--- src/rtl/maxbin_pkg.sv ---
// Shared widths and FSM state encoding for the FFT peak-bin detector.
package maxbin_pkg;

    localparam int BIN_W  = 10;
    localparam int SAMP_W = 14;
    localparam int PWR_W  = 29;

    typedef enum logic [2:0] {
        IDLE,
        SCAN,
        DRAIN,
        SETTLE,
        PULSE,
        HOLD
    } state_t;

endpackage

--- src/rtl/maxbin_detect_if.sv ---
// FFT RAM 1 read port plus the detector/weighting-block handshake.
interface maxbin_detect_if;
    import maxbin_pkg::*;

    logic                  fftdone;
    logic                  wbdone;
    logic [2*SAMP_W-1:0]   ramq1;
    logic [BIN_W-1:0]      rdaddr1;
    logic [BIN_W-1:0]      maxbin;
    logic [PWR_W-1:0]      maxpwr;
    logic                  detectdone;
    logic                  busy;
    logic                  overrun;

    modport master (
        output fftdone, wbdone, ramq1,
        input  rdaddr1, maxbin, maxpwr, detectdone, busy, overrun
    );

    modport slave (
        input  fftdone, wbdone, ramq1,
        output rdaddr1, maxbin, maxpwr, detectdone, busy, overrun
    );

endinterface

--- src/rtl/fd_magsq.sv ---
// Combinational |X|^2 of a packed {re, im} signed sample; result is zero-extended, never saturates.
module fd_magsq
    import maxbin_pkg::*;
(
    input  logic [2*SAMP_W-1:0] samp_i,
    output logic [PWR_W-1:0]    pwr_o
);

    logic [SAMP_W-1:0]   re, im, re_abs, im_abs;
    logic [2*SAMP_W-1:0] re_sq, im_sq;

    assign re = samp_i[2*SAMP_W-1:SAMP_W];
    assign im = samp_i[SAMP_W-1:0];

    // Squaring the magnitude keeps the multiply unsigned; -8192 maps to 8192, which still fits.
    assign re_abs = re[SAMP_W-1] ? (~re + SAMP_W'(1)) : re;
    assign im_abs = im[SAMP_W-1] ? (~im + SAMP_W'(1)) : im;

    assign re_sq = {{SAMP_W{1'b0}}, re_abs} * {{SAMP_W{1'b0}}, re_abs};
    assign im_sq = {{SAMP_W{1'b0}}, im_abs} * {{SAMP_W{1'b0}}, im_abs};

    assign pwr_o = {1'b0, re_sq} + {1'b0, im_sq};

endmodule

--- src/rtl/maxbin_detect.sv ---
// Scans FFT RAM 1 for the peak-power bin after each frame and hands it to the weighting block.
// Build option MAXBIN_THRESH_EN: frames whose peak power is below THRESH end without detectdone.
//
//   state  | meaning
//   IDLE   | waiting for fftdone, rdaddr1 parked on maxbin
//   SCAN   | issuing read addresses BIN_LO..BIN_HI
//   DRAIN  | last RD_LAT samples still in flight
//   SETTLE | rdaddr1 held on maxbin until RAM outputs are valid
//   PULSE  | detectdone high for one cycle
//   HOLD   | waiting for wbdone
module maxbin_detect
    import maxbin_pkg::*;
#(
    parameter int               BIN_LO = 1,
    parameter int               BIN_HI = 511,
    parameter int               RD_LAT = 2,
    parameter logic [PWR_W-1:0] THRESH = '0
) (
    input  logic           clk,
    input  logic [3:0]     KEY,
    maxbin_detect_if.slave bus
);

    localparam int               CNT_W  = $clog2(RD_LAT + 1);
    localparam logic [BIN_W-1:0] LO_B   = BIN_LO[BIN_W-1:0];
    localparam logic [BIN_W-1:0] HI_B   = BIN_HI[BIN_W-1:0];
    localparam logic [CNT_W-1:0] LAT_M1 = CNT_W'(RD_LAT - 1);

    logic rst_n;
    assign rst_n = KEY[0];

    logic unused_cfg;
    assign unused_cfg = ^{KEY[3:1], THRESH};

    state_t           st_q, st_d;
    logic [CNT_W-1:0] cnt_q, cnt_d;
    logic [BIN_W-1:0] addr_q, addr_d;
    logic [BIN_W-1:0] maxbin_q, maxbin_d;
    logic [PWR_W-1:0] maxpwr_q, maxpwr_d;
    logic             overrun_q;
    logic [RD_LAT-1:0] vld_q;
    logic [BIN_W-1:0]  bin_q [RD_LAT];
    logic [PWR_W-1:0]  pwr;

    fd_magsq u_magsq (
        .samp_i (bus.ramq1),
        .pwr_o  (pwr)
    );

    always_ff @(posedge clk or negedge rst_n) begin
        if (!rst_n) begin
            st_q  <= IDLE;
            cnt_q <= '0;
        end else begin
            st_q  <= st_d;
            cnt_q <= cnt_d;
        end
    end

    always_comb begin
        st_d  = st_q;
        cnt_d = cnt_q;
        case (st_q)
            IDLE:   if (bus.fftdone) st_d = SCAN;
            SCAN:   if (addr_q == HI_B) begin
                        st_d  = DRAIN;
                        cnt_d = LAT_M1;
                    end
            DRAIN:  if (cnt_q == '0) begin
`ifdef MAXBIN_THRESH_EN
                        // Use the next peak: the final sample may raise maxpwr on this very edge.
                        if (maxpwr_d < THRESH) begin
                            st_d = IDLE;
                        end else begin
                            st_d  = SETTLE;
                            cnt_d = LAT_M1;
                        end
`else
                        st_d  = SETTLE;
                        cnt_d = LAT_M1;
`endif
                    end else begin
                        cnt_d = cnt_q - CNT_W'(1);
                    end
            SETTLE: if (cnt_q == '0) st_d = PULSE;
                    else             cnt_d = cnt_q - CNT_W'(1);
            PULSE:  st_d = HOLD;
            HOLD:   if (bus.wbdone) st_d = IDLE;
            default: st_d = IDLE;
        endcase
    end

    always_comb begin
        bus.rdaddr1    = (st_q == SCAN) ? addr_q : maxbin_q;
        bus.detectdone = (st_q == PULSE);
        bus.busy       = (st_q != IDLE);
        bus.maxbin     = maxbin_q;
        bus.maxpwr     = maxpwr_q;
        bus.overrun    = overrun_q;
    end

    always_comb begin
        addr_d   = addr_q;
        maxbin_d = maxbin_q;
        maxpwr_d = maxpwr_q;
        if (st_q == IDLE && bus.fftdone) begin
            addr_d   = LO_B;
            maxbin_d = LO_B;
            maxpwr_d = '0;
        end else begin
            if (st_q == SCAN) addr_d = addr_q + BIN_W'(1);
            if (vld_q[RD_LAT-1] && pwr > maxpwr_q) begin
                maxbin_d = bin_q[RD_LAT-1];
                maxpwr_d = pwr;
            end
        end
    end

    always_ff @(posedge clk or negedge rst_n) begin
        if (!rst_n) begin
            addr_q    <= '0;
            maxbin_q  <= '0;
            maxpwr_q  <= '0;
            overrun_q <= 1'b0;
            vld_q     <= '0;
            for (int i = 0; i < RD_LAT; i++) bin_q[i] <= '0;
        end else begin
            addr_q    <= addr_d;
            maxbin_q  <= maxbin_d;
            maxpwr_q  <= maxpwr_d;
            overrun_q <= overrun_q | (bus.fftdone && st_q != IDLE);
            vld_q[0]  <= (st_q == SCAN);
            bin_q[0]  <= addr_q;
            for (int i = 1; i < RD_LAT; i++) begin
                vld_q[i] <= vld_q[i-1];
                bin_q[i] <= bin_q[i-1];
            end
        end
    end

endmodule
--- src/flat_wrapper.sv ---
// flat-port wrapper written by rule: the top's interface ports become plain ports
module maxbin_detect_flat import maxbin_pkg::*;
#(
    parameter int               BIN_LO = 1,
    parameter int               BIN_HI = 511,
    parameter int               RD_LAT = 2,
    parameter logic [PWR_W-1:0] THRESH = '0
)
  (clk, KEY, bus_fftdone, bus_wbdone, bus_ramq1, bus_rdaddr1, bus_maxbin, bus_maxpwr, bus_detectdone, bus_busy, bus_overrun);
  maxbin_detect_if bus_i ();
  input  logic clk;
  input  logic [3:0] KEY;
  input wire logic [$bits(bus_i.fftdone)-1:0] bus_fftdone;
  input wire logic [$bits(bus_i.wbdone)-1:0] bus_wbdone;
  input wire logic [$bits(bus_i.ramq1)-1:0] bus_ramq1;
  output wire logic [$bits(bus_i.rdaddr1)-1:0] bus_rdaddr1;
  output wire logic [$bits(bus_i.maxbin)-1:0] bus_maxbin;
  output wire logic [$bits(bus_i.maxpwr)-1:0] bus_maxpwr;
  output wire logic [$bits(bus_i.detectdone)-1:0] bus_detectdone;
  output wire logic [$bits(bus_i.busy)-1:0] bus_busy;
  output wire logic [$bits(bus_i.overrun)-1:0] bus_overrun;
  assign bus_i.fftdone = bus_fftdone;
  assign bus_i.wbdone = bus_wbdone;
  assign bus_i.ramq1 = bus_ramq1;
  assign bus_rdaddr1 = bus_i.rdaddr1;
  assign bus_maxbin = bus_i.maxbin;
  assign bus_maxpwr = bus_i.maxpwr;
  assign bus_detectdone = bus_i.detectdone;
  assign bus_busy = bus_i.busy;
  assign bus_overrun = bus_i.overrun;
  maxbin_detect #(.BIN_LO(BIN_LO), .BIN_HI(BIN_HI), .RD_LAT(RD_LAT), .THRESH(THRESH)) u_core (.clk(clk), .KEY(KEY), .bus(bus_i));
endmodule
--- config.mk ---
export PLATFORM = sky130hd
export DESIGN_NAME = maxbin_detect_flat
export DESIGN_NICKNAME = d
export VERILOG_FILES = /design/src/rtl/maxbin_pkg.sv /design/src/rtl/maxbin_detect_if.sv /design/src/rtl/fd_magsq.sv /design/src/rtl/maxbin_detect.sv /design/src/flat_wrapper.sv
export SDC_FILE = /design/constraint.sdc
export NUM_CORES = 1
export LEC_CHECK = 0
export ABC_AREA = 0
export CORE_ASPECT_RATIO = 1.2
export CORE_MARGIN = 10
export CORE_UTILIZATION = 57
export DETAILED_ROUTE_END_ITERATION = 10
export PLACE_DENSITY_LB_ADDON = 0.15
export REMOVE_ABC_BUFFERS = 1
export SYNTH_ARGS = -nofsm -noshare
export SYNTH_HDL_FRONTEND = slang
export SYNTH_HIERARCHICAL = 1
export SYNTH_SLANG_ARGS = --single-unit
--- constraint.sdc ---
create_clock -name clk -period 2.3 [get_ports clk]
set_input_delay 0.23 -clock clk [delete_from_list [all_inputs] [get_ports clk]]
set_output_delay 0.23 -clock clk [all_outputs]
set_load 0.03 [all_outputs]
==> reports/metrics.yaml <==
run_status:
  violations: "negative setup slack"
  status: "finished with violations"
floorplanning:
  initial_core_util: 0.577
  die_w_um: 171
  rows: 66
  io_pins: 87
  die-area_um2: 34400
  die_h_um: 201
  core_um2: 27000
sta:
  setup_viol: 39
  clock_skew_ps: 5.78
  slew_violations: 0
  grt_setup_unrepaired: "true"
  whs_ps: 344
  finalHoldViolations: 0
  period_minus_slack_ps: 9360
  slew_headroom: 0.639
  period_share: 4.07
  finalWorstSetupSlack_ps: -7060
  tightest_slew_ps: 537
  max_freq_mhz: 107
clocking:
  cts_tree: "yes"
  numCtsBuffers: 9
  cts.sinks: 77
  h-tree-depth: 3
  cts-root-buf: "clkbuf_16"
  worstSkewPairLatency_ps: 350
  ctsLongestPathBuffers: 2
  clkTransAtPathRegs_ps: 70
setup_path:
  required_ps: 2510
  worstSetupEndpointType: "flip-flop"
  critical_path.max_fanout: 10
  critPathKind: "in -> reg"
  startpoint: "bus_ramq1[15]"
  rrSetupSlack_ps: -590
  endpoint: "u_core/bus.maxpwr[18]"
  rr_endpoint: "u_core/bus.maxpwr[18]"
  start_kind: "input port"
  cp_data_arrival_time_ps: 9570
  cp_slowest_stage_delay_ps: 560
  ff2ff_path_depth: 12
  slowest_stage: "fa_1"
  worstReg2RegStart: "u_core/bus.maxpwr[10]"
  worst_path_most_repeated_cell: "fa_1"
drt:
  wl_per_cell_um: 18.8
  drtPass1Iterations: 5
  drc: 0
  drtAntennaViolNets: 0
  vias: 13640
  drt_iter0_markers: 715
  wirelength_um: 48100
  via_per_inst: 5.33
grt:
  grt_use_total: 0.280
  met3_usage: 0.0405
  grt_overflow: 0
  use_met1: 0.322
  grtUsageMet2: 0.494
  grt_pass1_vias: 15470
  grt_max_degree: 48
  antenna_found_initial: 0
  grt_pass1_wl_um: 76500
  top_usage_layer: "met2"
logic_synthesis:
  synth.ff_latch_count: 77
  ys_async_sr_fraction: 1.00
  yosys_warnings: 6
  synth.distinct_cells: 70
  synth_flop_cell: "dfrtp_1"
  synth_edf_count: 0
  ys_seq_area_frac: 0.124
  avgSynthCellArea_um2: 9.07
  netlist_area_um2: 15600
  syn_inst: 1719
cells_and_area:
  layout-drive-gt1-share: 0.309
  diodes: 0
  multi_input_area_um2: 12800
  most-common-layout-cells: "inv_1 (458), buf_4 (382), fa_1 (277)"
  regArea_um2: 1930
  final_common_cell: "inv_1"
  nets: 2713
  fin_util: 0.803
  syn_to_final_growth_pct: 39.2
  n_fill_cell: 1717
placed_design:
  hpwl_um: 35700
  portBuffers: 83
  globalplace.congestion: 0.972
flow_run:
  max_cap_violations: 0
worst_hold_path:
  hold_class: "reg -> reg"
## worst min-delay path by stage
stage | from | end | slack (ps) | cells past startpoint
floorplan | KEY[0] | u_core/addr_q[0] | -70 | 0
global placement | KEY[0] | u_core/st_q[2] | 230 | 1
detailed placement | KEY[0] | u_core/st_q[0] | 220 | 1
CTS | u_core/bin_q[10] | u_core/bin_q[0] | 350 | 0
global route | u_core/bin_q[10] | u_core/bin_q[0] | 350 | 0
finish | u_core/bin_q[10] | u_core/bin_q[0] | 340 | 0
## synth_stat cells, types with 3 or more instances
| library cell | instances | area, um^2 |
|---|---|---|
| a31oi_1 | 4 | 25.0 |
| nand4_1 | 8 | 50.1 |
| nand2_1 | 116 | 435 |
| nand3_1 | 49 | 245 |
| o211ai_1 | 5 | 37.5 |
| o21ai_0 | 44 | 220 |
| nor4_1 | 3 | 18.8 |
| and3_1 | 6 | 37.5 |
| fa_1 | 292 | 5850 |
| xor2_1 | 34 | 298 |
| ha_1 | 170 | 2130 |
| inv_2 | 4 | 15.0 |
| nand2b_1 | 12 | 75.1 |
| o21a_1 | 4 | 30.0 |
| mux2_2 | 13 | 146 |
| o31ai_1 | 6 | 45.0 |
| buf_6 | 3 | 33.8 |
| a21o_1 | 14 | 105 |
| nor3_1 | 7 | 35.0 |
| buf_2 | 8 | 40.0 |
| xnor2_1 | 37 | 324 |
| nor2_1 | 126 | 473 |
| o21ai_1 | 19 | 95.1 |
| clkbuf_1 | 26 | 97.6 |
| o41ai_1 | 3 | 26.3 |
| or2_2 | 3 | 18.8 |
| a21oi_1 | 76 | 380 |
| inv_1 | 490 | 1840 |
| dfrtp_1 | 77 | 1930 |
| a21boi_0 | 3 | 22.5 |
| or4_1 | 4 | 30.0 |
| or3_1 | 4 | 25.0 |
## metal layers
layer	vias to the layer above	share of wire
li1	6186	-
met1	6728	0.38
met2	540	0.51
met3	186	0.053
met4	0	0.062
met5	-	0
## state kept, by name (all words and copies together) (netlist names)
register / count
u_core/addr_q: 10
u_core/st_q: 3
u_core/bin_q: 20
u_core/bus.maxpwr: 29
u_core/cnt_q: 2
u_core/bus.maxbin: 10
u_core/bus.overrun: 1
u_core/vld_q: 2
## critical path, delay by kind of cell
family,cells,cell delay [ps]
xor gates and xnor gates,2,540
and+or+nand+nor,7,930
buffers and inverters,12,1150
AOI/OAI and AO/OA,10,2420
adders and majority gates,9,4270
## layout make-up
class | instances | share of cell area
clock buffers | 9 | 0.0104
inverters | 496 | 0.0866
well taps | 340 | 0.0196
multi-input cells | 1127 | 0.588
clock inverters | 7 | 0.00490
repair buffers | 505 | 0.202
flip-flops and latches | 77 | 0.0888
## cells by family after synthesis
group,after synthesis,share of synthesized area
AO/OA/AOI/OAI,200,0.0774
XOR/XNOR,71,0.0399
adder cells (fa/ha/maj),462,0.512
buffers and inverters,535,0.131
flip-flops,77,0.124
multiplexers,15,0.0110
other,2,0.000482
AND/OR/NAND/NOR,357,0.105
## through the flow
stage	setup WS [ps]	setup TNS, ps	area (um^2)	cells
floorplan	-8010	-317060	15500	1700
global placement	-7710	-299510	19300	2455
detailed placement	-7820	-302910	19300	2455
CTS	-6730	-260420	21100	2537
global route	-7220	-278770	21700	2561
finish	-7060	-270320	21700	2561
## what timing repair did
item / in CTS / in global routing
setup endpoints to repair: 47 / 41
resized for setup: 256 / 113
hold buffers: 1 / 0
gates cloned: 10 / 1
buffers inserted: 58 / 26
hold endpoints to repair: 33 / 0
pin swaps: 110 / 67
Power is not shown: default switching activity piles up to over one toggle a cycle in this logic, so the estimate is an artifact.
